**config.mk**
```make
export PLATFORM = sky130hd
export DESIGN_NAME = alu_mul_seq_flat
export DESIGN_NICKNAME = d
export VERILOG_FILES = /design/src/rtl/alu_mul_seq_pkg.sv /design/src/rtl/alu_mul_seq_if.sv /design/src/rtl/alu_mul_seq.sv /design/src/flat_wrapper.sv
export SDC_FILE = /design/constraint.sdc
export NUM_CORES = 1
export LEC_CHECK = 0
export BUFFER_PORTS_ARGS = -buffer_cell sky130_fd_sc_hd__buf_2
export CAP_MARGIN = 20
export CORE_UTILIZATION = 50
export CTS_CLUSTER_DIAMETER = 150
export DETAILED_ROUTE_END_ITERATION = 10
export GPL_ROUTABILITY_DRIVEN = 1
export PLACE_DENSITY = 0.89
export SLEW_MARGIN = 15
export SYNTH_ARGS = -nofsm -noshare
export SYNTH_HDL_FRONTEND = slang
export SYNTH_SLANG_ARGS = --single-unit
```
**constraint.sdc**
```tcl
create_clock -name clk -period 6.7 [get_ports clk]
set_input_delay 0.335 -clock clk [delete_from_list [all_inputs] [get_ports clk]]
set_output_delay 0.335 -clock clk [all_outputs]
set_load 0.02 [all_outputs]
```
**src/rtl/alu_mul_seq_pkg.sv**
```systemverilog
// Shared constants for the sequential multiplier: data width and the team ALU
// opcode values the multiplier drives onto the shared ALU.
package alu_mul_seq_pkg;

  localparam int unsigned DATA_W   = 32;
  localparam int unsigned ALU_OP_W = 4;

  // Team ALU opcodes
  localparam logic [ALU_OP_W-1:0] ALU_OP_ADD = 4'b0110;
  localparam logic [ALU_OP_W-1:0] ALU_OP_SLL = 4'b1011;
  localparam logic [ALU_OP_W-1:0] ALU_OP_SRL = 4'b1101;
  localparam logic [ALU_OP_W-1:0] ALU_OP_NOP = 4'b1111;

endpackage

```
**src/rtl/alu_mul_seq_if.sv**
```systemverilog
// Handshake and shared-ALU bundle between the multiplier and its parent.
//   start/op_a/op_b : request and operands (parent -> multiplier)
//   busy/done/result: status and held product (multiplier -> parent)
//   alu_a/alu_b/alu_op: shared ALU inputs while busy (multiplier -> ALU)
//   alu_out         : shared ALU result, same cycle (ALU -> multiplier)
interface alu_mul_seq_if;
  import alu_mul_seq_pkg::*;

  logic                start;
  logic [DATA_W-1:0]   op_a;
  logic [DATA_W-1:0]   op_b;
  logic                busy;
  logic                done;
  logic [DATA_W-1:0]   result;
  logic [DATA_W-1:0]   alu_a;
  logic [DATA_W-1:0]   alu_b;
  logic [ALU_OP_W-1:0] alu_op;
  logic [DATA_W-1:0]   alu_out;

  // Parent / ALU side
  modport master (
    output start, op_a, op_b, alu_out,
    input  busy, done, result, alu_a, alu_b, alu_op
  );

  // Multiplier side
  modport slave (
    input  start, op_a, op_b, alu_out,
    output busy, done, result, alu_a, alu_b, alu_op
  );

endinterface

```
**src/rtl/alu_mul_seq.sv**
```systemverilog
// Sequential shift-and-add multiplier that borrows the shared 32-bit ALU.
// Produces the low 32 bits of op_a*op_b; result holds until the next product.
// Ports:
//   clk     : rising-edge clock
//   rst     : asynchronous active-high reset
//   bus     : alu_mul_seq_if.slave (start/op_a/op_b in, busy/done/result out,
//             alu_a/alu_b/alu_op out to the ALU, alu_out back from the ALU)
// Parameters:
//   N_BITS  : multiplier bits processed (1..32)
// Build option:
//   MUL_EARLY_EXIT_EN : finish as soon as the remaining multiplier bits are zero
module alu_mul_seq
  import alu_mul_seq_pkg::*;
#(
  parameter int unsigned N_BITS = 32
) (
  input logic          clk,
  input logic          rst,
  alu_mul_seq_if.slave bus
);

  localparam int unsigned CNT_W = $clog2(N_BITS + 1);

  typedef enum logic [2:0] {
    ST_IDLE = 3'd0,
    ST_ADD  = 3'd1,
    ST_SHL  = 3'd2,
    ST_SHR  = 3'd3,
    ST_DONE = 3'd4
  } state_t;

  state_t              r_state;
  state_t              w_state_nxt;
  logic [DATA_W-1:0]   r_acc,    w_acc_nxt;
  logic [DATA_W-1:0]   r_mcand,  w_mcand_nxt;
  logic [DATA_W-1:0]   r_mplier, w_mplier_nxt;
  logic [CNT_W-1:0]    r_cnt,    w_cnt_nxt;
  logic [DATA_W-1:0]   r_result, w_result_nxt;
  logic [DATA_W-1:0]   w_alu_a;
  logic [DATA_W-1:0]   w_alu_b;
  logic [ALU_OP_W-1:0] w_alu_op;
  logic                w_last;

  // State and datapath registers
  always_ff @(posedge clk or posedge rst) begin
    if (rst) begin
      r_state  <= ST_IDLE;
      r_acc    <= '0;
      r_mcand  <= '0;
      r_mplier <= '0;
      r_cnt    <= '0;
      r_result <= '0;
    end else begin
      r_state  <= w_state_nxt;
      r_acc    <= w_acc_nxt;
      r_mcand  <= w_mcand_nxt;
      r_mplier <= w_mplier_nxt;
      r_cnt    <= w_cnt_nxt;
      r_result <= w_result_nxt;
    end
  end

  // ALU operand/opcode decode; kept apart from next-state logic because
  // alu_out depends combinationally on these through the external ALU.
  always_comb begin
    w_alu_a  = '0;
    w_alu_b  = '0;
    w_alu_op = ALU_OP_NOP;
    case (r_state)
      ST_ADD: begin
        w_alu_a  = r_acc;
        w_alu_b  = r_mcand;
        w_alu_op = ALU_OP_ADD;
      end
      ST_SHL: begin
        w_alu_a  = r_mcand;
        w_alu_b  = DATA_W'(1);
        w_alu_op = ALU_OP_SLL;
      end
      ST_SHR: begin
        w_alu_a  = r_mplier;
        w_alu_b  = DATA_W'(1);
        w_alu_op = ALU_OP_SRL;
      end
      default: ;
    endcase
  end

  // Last iteration: all N_BITS multiplier bits consumed, or (optionally)
  // no set bits remain in the shifted multiplier.
`ifdef MUL_EARLY_EXIT_EN
  assign w_last = (r_cnt == CNT_W'(N_BITS - 1)) || (bus.alu_out == '0);
`else
  assign w_last = (r_cnt == CNT_W'(N_BITS - 1));
`endif

  // Next-state and register updates; ALU results are captured on the same edge
  always_comb begin
    w_state_nxt  = r_state;
    w_acc_nxt    = r_acc;
    w_mcand_nxt  = r_mcand;
    w_mplier_nxt = r_mplier;
    w_cnt_nxt    = r_cnt;
    w_result_nxt = r_result;
    case (r_state)
      ST_IDLE: begin
        if (bus.start) begin
          w_mcand_nxt  = bus.op_a;
          w_mplier_nxt = bus.op_b;
          w_acc_nxt    = '0;
          w_cnt_nxt    = '0;
          w_state_nxt  = bus.op_b[0] ? ST_ADD : ST_SHL;
        end
      end
      ST_ADD: begin
        w_acc_nxt   = bus.alu_out;
        w_state_nxt = ST_SHL;
      end
      ST_SHL: begin
        w_mcand_nxt = bus.alu_out;
        w_state_nxt = ST_SHR;
      end
      ST_SHR: begin
        w_mplier_nxt = bus.alu_out;
        w_cnt_nxt    = r_cnt + CNT_W'(1);
        if (w_last)
          w_state_nxt = ST_DONE;
        else
          w_state_nxt = bus.alu_out[0] ? ST_ADD : ST_SHL;
      end
      ST_DONE: begin
        w_result_nxt = r_acc;
        w_state_nxt  = ST_IDLE;
      end
      default: w_state_nxt = ST_IDLE;
    endcase
  end

  assign bus.alu_a  = w_alu_a;
  assign bus.alu_b  = w_alu_b;
  assign bus.alu_op = w_alu_op;
  assign bus.busy   = (r_state != ST_IDLE);
  assign bus.done   = (r_state == ST_DONE);
  assign bus.result = r_result;

endmodule
```
**src/flat_wrapper.sv**
```systemverilog
// flat-port wrapper written by rule: the top's interface ports become plain ports
module alu_mul_seq_flat import alu_mul_seq_pkg::*;
#(
  parameter int unsigned N_BITS = 32
)
  (clk, rst, bus_start, bus_op_a, bus_op_b, bus_alu_out, bus_busy, bus_done, bus_result, bus_alu_a, bus_alu_b, bus_alu_op);
  alu_mul_seq_if bus_i ();
  input logic clk;
  input logic rst;
  input wire logic [$bits(bus_i.start)-1:0] bus_start;
  input wire logic [$bits(bus_i.op_a)-1:0] bus_op_a;
  input wire logic [$bits(bus_i.op_b)-1:0] bus_op_b;
  input wire logic [$bits(bus_i.alu_out)-1:0] bus_alu_out;
  output wire logic [$bits(bus_i.busy)-1:0] bus_busy;
  output wire logic [$bits(bus_i.done)-1:0] bus_done;
  output wire logic [$bits(bus_i.result)-1:0] bus_result;
  output wire logic [$bits(bus_i.alu_a)-1:0] bus_alu_a;
  output wire logic [$bits(bus_i.alu_b)-1:0] bus_alu_b;
  output wire logic [$bits(bus_i.alu_op)-1:0] bus_alu_op;
  assign bus_i.start = bus_start;
  assign bus_i.op_a = bus_op_a;
  assign bus_i.op_b = bus_op_b;
  assign bus_i.alu_out = bus_alu_out;
  assign bus_busy = bus_i.busy;
  assign bus_done = bus_i.done;
  assign bus_result = bus_i.result;
  assign bus_alu_a = bus_i.alu_a;
  assign bus_alu_b = bus_i.alu_b;
  assign bus_alu_op = bus_i.alu_op;
  alu_mul_seq #(.N_BITS(N_BITS)) u_core (.clk(clk), .rst(rst), .bus(bus_i));
endmodule
```
# Word level (Yosys, flattened, before mapping)
# Index checks and enable logic that the tools add are counted.
[word_totals] wordCells=38 regBits=137
[classes] n_reduce_logical=9 n_addsub=1 eq_ne=6 n_mux=16
[op_table] operator="$pmux W32 S2" count=4
[op_table] operator="$mux W32" count=3
[op_table] operator="$pmux W32 S3" count=1
[op_table] operator="$pmux W3 S4" count=1
[op_table] operator="$pmux W4 S3" count=1
[op_table] operator="$pmux W6 S2" count=1
[op_table] operator="$add A6 B1 Y6 const B" count=1
[op_table] operator="$eq A3 B2 Y1 const B" count=2
[op_table] operator="$eq A6 B5 Y1 const B" count=1
[op_table] operator="$mux W3" count=2
[op_table] operator="$mux W6" count=1
[op_table] operator="$reduce_and A2 Y1" count=3
[op_table] operator="$reduce_bool A2 Y1" count=3
[op_table] operator="$mux W2" count=2
[op_table] operator="$eq A3 B1 Y1 const B" count=1
[op_table] operator="$eq A3 B3 Y1 const B" count=1
[op_table] operator="$logic_not A3 Y1" count=1
[op_table] operator="$reduce_bool A3 Y1" count=1
[op_table] operator="$ne A2 B2 Y1 const B" count=1
[op_table] operator="$reduce_or A2 Y1" count=1

# Depth between registers and ports, before layout
[depth] depth_word=3 depth_mapped=7

# Worst setup path after synthesis
# OpenSTA, ideal clock, no wires.
[synth_path] kind="reg-to-output" start="register u_core.r_state[0]" end="output bus_alu_a[0]" stages_incl_launch_ff=7 path_slack_ns=4.843 arrival_time_ns=1.522 n_path_buf=3 required_ns=6.365 cell_sequence="dfrtp_1 -> buf_4 -> nor2b_1 -> clkbuf_1 -> clkbuf_1 -> a22oi_1 -> nor2_1"
[synth_via] elab_chain_cells=2
[synth_rtl] item="start: declaration" line_no="alu_mul_seq.sv:32" text="state_t r_state;"
[synth_rtl] item="start signal: assignment" line_no="alu_mul_seq.sv:54" text="r_state <= w_state_nxt;"
[synth_rtl] item="$eq A3 B2 Y1 / $eq A3 B1 Y1 (equally long branches)" line_no="alu_mul_seq.sv:69" text="case (r_state)"
[synth_rtl] item="$pmux W32 S3 (*)" line_no="alu_mul_seq.sv:69"
[synth_rtl] item="end: declaration" line_no="flat_wrapper.sv:17" text="output wire logic [$bits(bus_i.alu_a)-1:0] bus_alu_a;"
# Mark *: on every way between the ends. The rest lies on a longest branch, timed or not.

# Worst setup path in the final report
[layout_path] start="register u_core.r_state[2]" end="output bus_alu_op[1]"
[layout_via] elab_chain_cells=2
[layout_rtl] item="$eq A3 B2 Y1 / $eq A3 B1 Y1 (equally long branches)" line_no="alu_mul_seq.sv:69"
[layout_rtl] item="$pmux W4 S3 (*)" line_no="alu_mul_seq.sv:69"
[layout_rtl] item="end: declaration" line_no="flat_wrapper.sv:19" text="output wire logic [$bits(bus_i.alu_op)-1:0] bus_alu_op;"
# Marks and branches as above.

==> results list <==
- Avg Vias per Cell: between 5 and 6
- The flow ran to the end, but the final reports show violations.
- The total overflow left after global routing is 0.
- Post-place setup slack: approximately 3.7 ns
* Fmax: just under 300 MHz
- In the global route stage, met2 resource usage came out at 47.7%.
- After clock tree synthesis, the repair step resized 0 gates.
* Core Region: 0.0133 mm^2
- Width of the die: 119 um
- Share of the clock period used by the worst path: 51.6%
- CP Depth: 3
- Power per standard cell area: approximately 530 mW/mm^2
* Yosys reg bits: ~140
- Across all hold checks on the routed design, the worst slack comes to -0.00743 ns.
- In this run the critical register-to-register path is launched from u_core.r_state[2].
- Failing checks: hold timing
- Summed over all cells, the static leakage comes to ~0.0043 uW.
- Clock share of power: 21.6%
- Pre-Repair DR Iteration Count: 5
- After legalization and detailed placement, the total HPWL measured around 12000 um.
- The synthesized netlist devotes about 15% of its cell area to simple gates.
- Counting flops with an async set or reset pin after synthesis yields a share of 100%.
- After clock tree synthesis, the clock-pin slew on the worst setup and hold paths is around 0.060 ns.
* First-pass GRT wire length: between 30000 and 40000 um
* Slew at the pin with the worst max-slew slack: 1.02 ns
- Combinational logic burns a little under half of the power.
- At the worst endpoint, the arrival time is between 3 and 4 ns.
- Multiplexer area fraction after synthesis: 10.6%
- Post-Synthesis Cell Area: ~0.007 mm^2
- For this run, global-route usage on met1 was measured as between 30 and 40%.
- The die covers between 0.01 and 0.015 mm^2.
- The clock tree synthesis step divided the H-tree into 4 levels.
* Standard-cell row count: 42
- Cell at the root of the clock tree: clkbuf_16
- Tracing the worst setup path back leads to its startpoint at u_core.r_state[2].
- Xor-xnor portion of the synthesized cell area: 0.255%
- Leaving out fill and tap cells, the most frequent cells in the layout are 200 x buf_2, 134 x dfrtp_1, 90 x nor2_1, 67 x nand2_1, 63 x mux2_2.
- The min-delay analysis places its worst path in the category input port to asynchronous set/reset pin.
* Buffer depth of the longest clock path: 2
* Kind of critical path: register to output pin
- Clock latency reported for the late side of the worst-skew pair: 0.42 ns
- RD Place Congestion: 0.798
- In the final routed layout, each cell accounts on average for approximately 19 um.
- Setup slack on the critical path of the routed design comes to 3.24 ns.
* Antenna violations before repair: 0
- Max-slew violation count: 0
- Final hold violations: 3
- Synth warnings: 0
* Area fraction in compound gates after synthesis: between 10% and 20%
- Minimum period implied by the final worst setup slack: roughly 3.5 ns
* Maxcap violations: 0
- Violation count after the first detailed-route iteration: 649
- The largest individual stage delay along the critical path comes from the cell dfrtp_2.
- Of the cells placed in the final design, the portion with a size suffix greater than 1 is between 40 and 50%.
- For this run, global-route usage on met3 was measured as 6.56%.
- Counting cells, the worst reg-to-reg path comes to 4.
- Of all nets on the critical path, the largest fanout is 44.
- Yosys mapped the design onto 41 distinct sky130hd cell types.
- Reg power frac: 31.4%
- Across the VDD grid, the largest voltage drop is between 200 and 300 uV.
- In this run the count of I/O pins placed on the die edge is 201.
* Net switching power: 1890 uW
* Aggregate negative setup slack: 0 ns
- Dominant combinational cell family by area after synthesis: compound AO/OA/AOI/OAI gates
- Post-CTS setup repair buffer count: 0
* Overall die height: around 120 um
* Clock sink count: 137
- Slowest Stage Delay on Critical Path: about 1 ns
- Synthesis produced a netlist with a net count of ~760.
- Area growth from synthesis to layout: 22.6%
- Switching part of the total power: between 40% and 50%
- The global routing stage identified its most utilized layer as met2.
- The number of buffers and inverters on the critical path is 2.
* Adder-Cell Fraction of Synth Area: 0.182%
* Post-route antenna net violation count: 0
* Predominant post-synthesis flop cell: dfrtp_1
* Most common library cell in the layout ignoring fill and taps: buf_2
- Clock skew on the completed layout was measured at about 0.0076 ns.
* Cell class contributing the biggest share of worst-path delay: buffers and inverters
* Worst-case register-to-register setup slack: between 3 and 4 ns
- In the routed design, unresolved DRC markers number 0.
- TritonCTS built the clock tree.
- EDFF count, synth: 0
* Buffers added on ports: 200
- Entering global routing, the biggest net connects 73 pins.
- 0 antenna diodes ended up in the layout.
- In this run the tightest slew margin relative to its limit is a little under a third.
- Setup repair after global routing missed its margin: no
* Terminus of the critical flop-to-flop path: u_core.r_mplier[26]
* Post-synthesis sequential area ratio: 49.9%
- Dividing the synthesized area by the synthesized cell count gives 10.4 um^2.
* Kind of capture point of the worst setup path: output pin
* Required time at the endpoint of the critical path: about 6.4 ns
- Synthesis produced approximately 660 cells.
* Crit path to: bus_alu_op[1]
* Number of global-route vias before repair: between 6000 and 7000
- Setup-failing EPs final: 0
- Fin nets: about 930
- Counting the buffers created by CTS gives 17.
- Gr usage total: between 20% and 30%
- Detailed routing inserted a total of about 6100 vias.
- The routed design has roughly 20000 um of wire.
* Kind of start point of the critical path: register
- The internal power of the cells totals approximately 2500 uW.
- Starting density of the core: between 50% and 60%
- Post-CTS Hold Buffers: 0
* Worst-path cell chain: and3b_2 -> inv_2 -> buf_2
-- layer usage --
layer / share of wire [%] / vias to the layer above
li1: - / 2706
met1: 42 / 3015
met2: 50 / 300
met3: 6.9 / 29
met4: 1.6 / 0
met5: 0 / -
-- Yosys cell counts (2+ instances only) --
cell        n  area (um^2)
inv_1      12         45.0
a21oi_1     4         20.0
nor2_1     91          342
o21ai_0     9         45.0
nand2_1    67          251
o22ai_2    25          313
a22o_1     32          280
and3_1     31          194
a22oi_1    38          285
a31oi_1    31          194
o311ai_0    2         17.5
nand3_1     6         30.0
mux2_2     63          709
dfrtp_1   137         3430
buf_6      12          135
xnor2_1     2         17.5
buf_2      28          140
nor3_1     28          140
buf_4       2         15.0
clkbuf_1   21         78.8
a211oi_1    2         15.0
-- worst min-delay path by stage --
stage / startpoint / end / slack [ns] / cells past startpoint
floorplan: u_core.r_cnt[4] / u_core.r_cnt[4] / 0.47 / 2
global placement: rst / u_core.bus.result[19] / 0.45 / 2
detailed placement: rst / u_core.bus.result[19] / 0.45 / 2
CTS: rst / u_core.bus.result[19] / 0.008 / 2
global route: rst / u_core.bus.result[19] / 0.04 / 2
finish: rst / u_core.bus.result[19] / -0.007 / 2
-- flip-flops by register name, summed over array words and instances, names as in the netlist --
signal / flops
u_core.bus.result: 32
u_core.r_cnt: 6
u_core.r_state: 3
u_core.r_mplier: 32
u_core.r_acc: 32
u_core.r_mcand: 32
-- cell families (layout without fill, tap and decap cells) --
group                    after synthesis  in the layout
AO/OA/AOI/OAI                        149            149
XOR/XNOR                               2              2
adder cells (fa/ha/maj)                1              1
buffers and inverters                 76            252
flip-flops                           137            137
multiplexers                          65             65
AND/OR/NAND/NOR                      233            233
-- layout make-up --
type / count / area (um^2)
fill: 1075 / 4920
sequential: 137 / 3430
multi-input combinational: 450 / 3060
timing repair buffer: 207 / 1050
clock buffer: 25 / 485
tap: 176 / 220
clock inverter: 7 / 115
inverter: 13 / 53.8
-- power groups by stage --
stage          Sequential (uW)  Clock, uW  Combinational [uW]
2_1_floorplan             1270          0                1620
3_3_place_gp              1370          0                2000
3_5_place_dp              1390          0                2060
4_1_cts                   1380        963                2080
5_1_grt                   1430       1000                2250
6_report                  1390        955                2080
-- worst register-to-register path, delay by kind of cell (launching register included) --
| kind | cells | cell delay [ns] |
|---|---|---|
| simple gates | 2 | 0.93 |
| flops | 1 | 0.99 |
| compound gates | 1 | 0.27 |
| buf+inv | 1 | 0.83 |
-- metrics by stage --
stage          hold slack (ns)  cells  total power, uW  instance area (um^2)  utilization [%]
6_report              -0.00743   1015             4430                  8420             63.1
5_1_grt                 0.0390   1015             4680                  8420             63.1
4_1_cts                0.00845   1015             4420                  8420             63.1
3_5_place_dp             0.454    983             3450                  7820             58.6
3_3_place_gp             0.454    983             3370                  7820             58.6
2_1_floorplan            0.469    663             2890                  6870                -
Power figures use the tool's default switching activity.
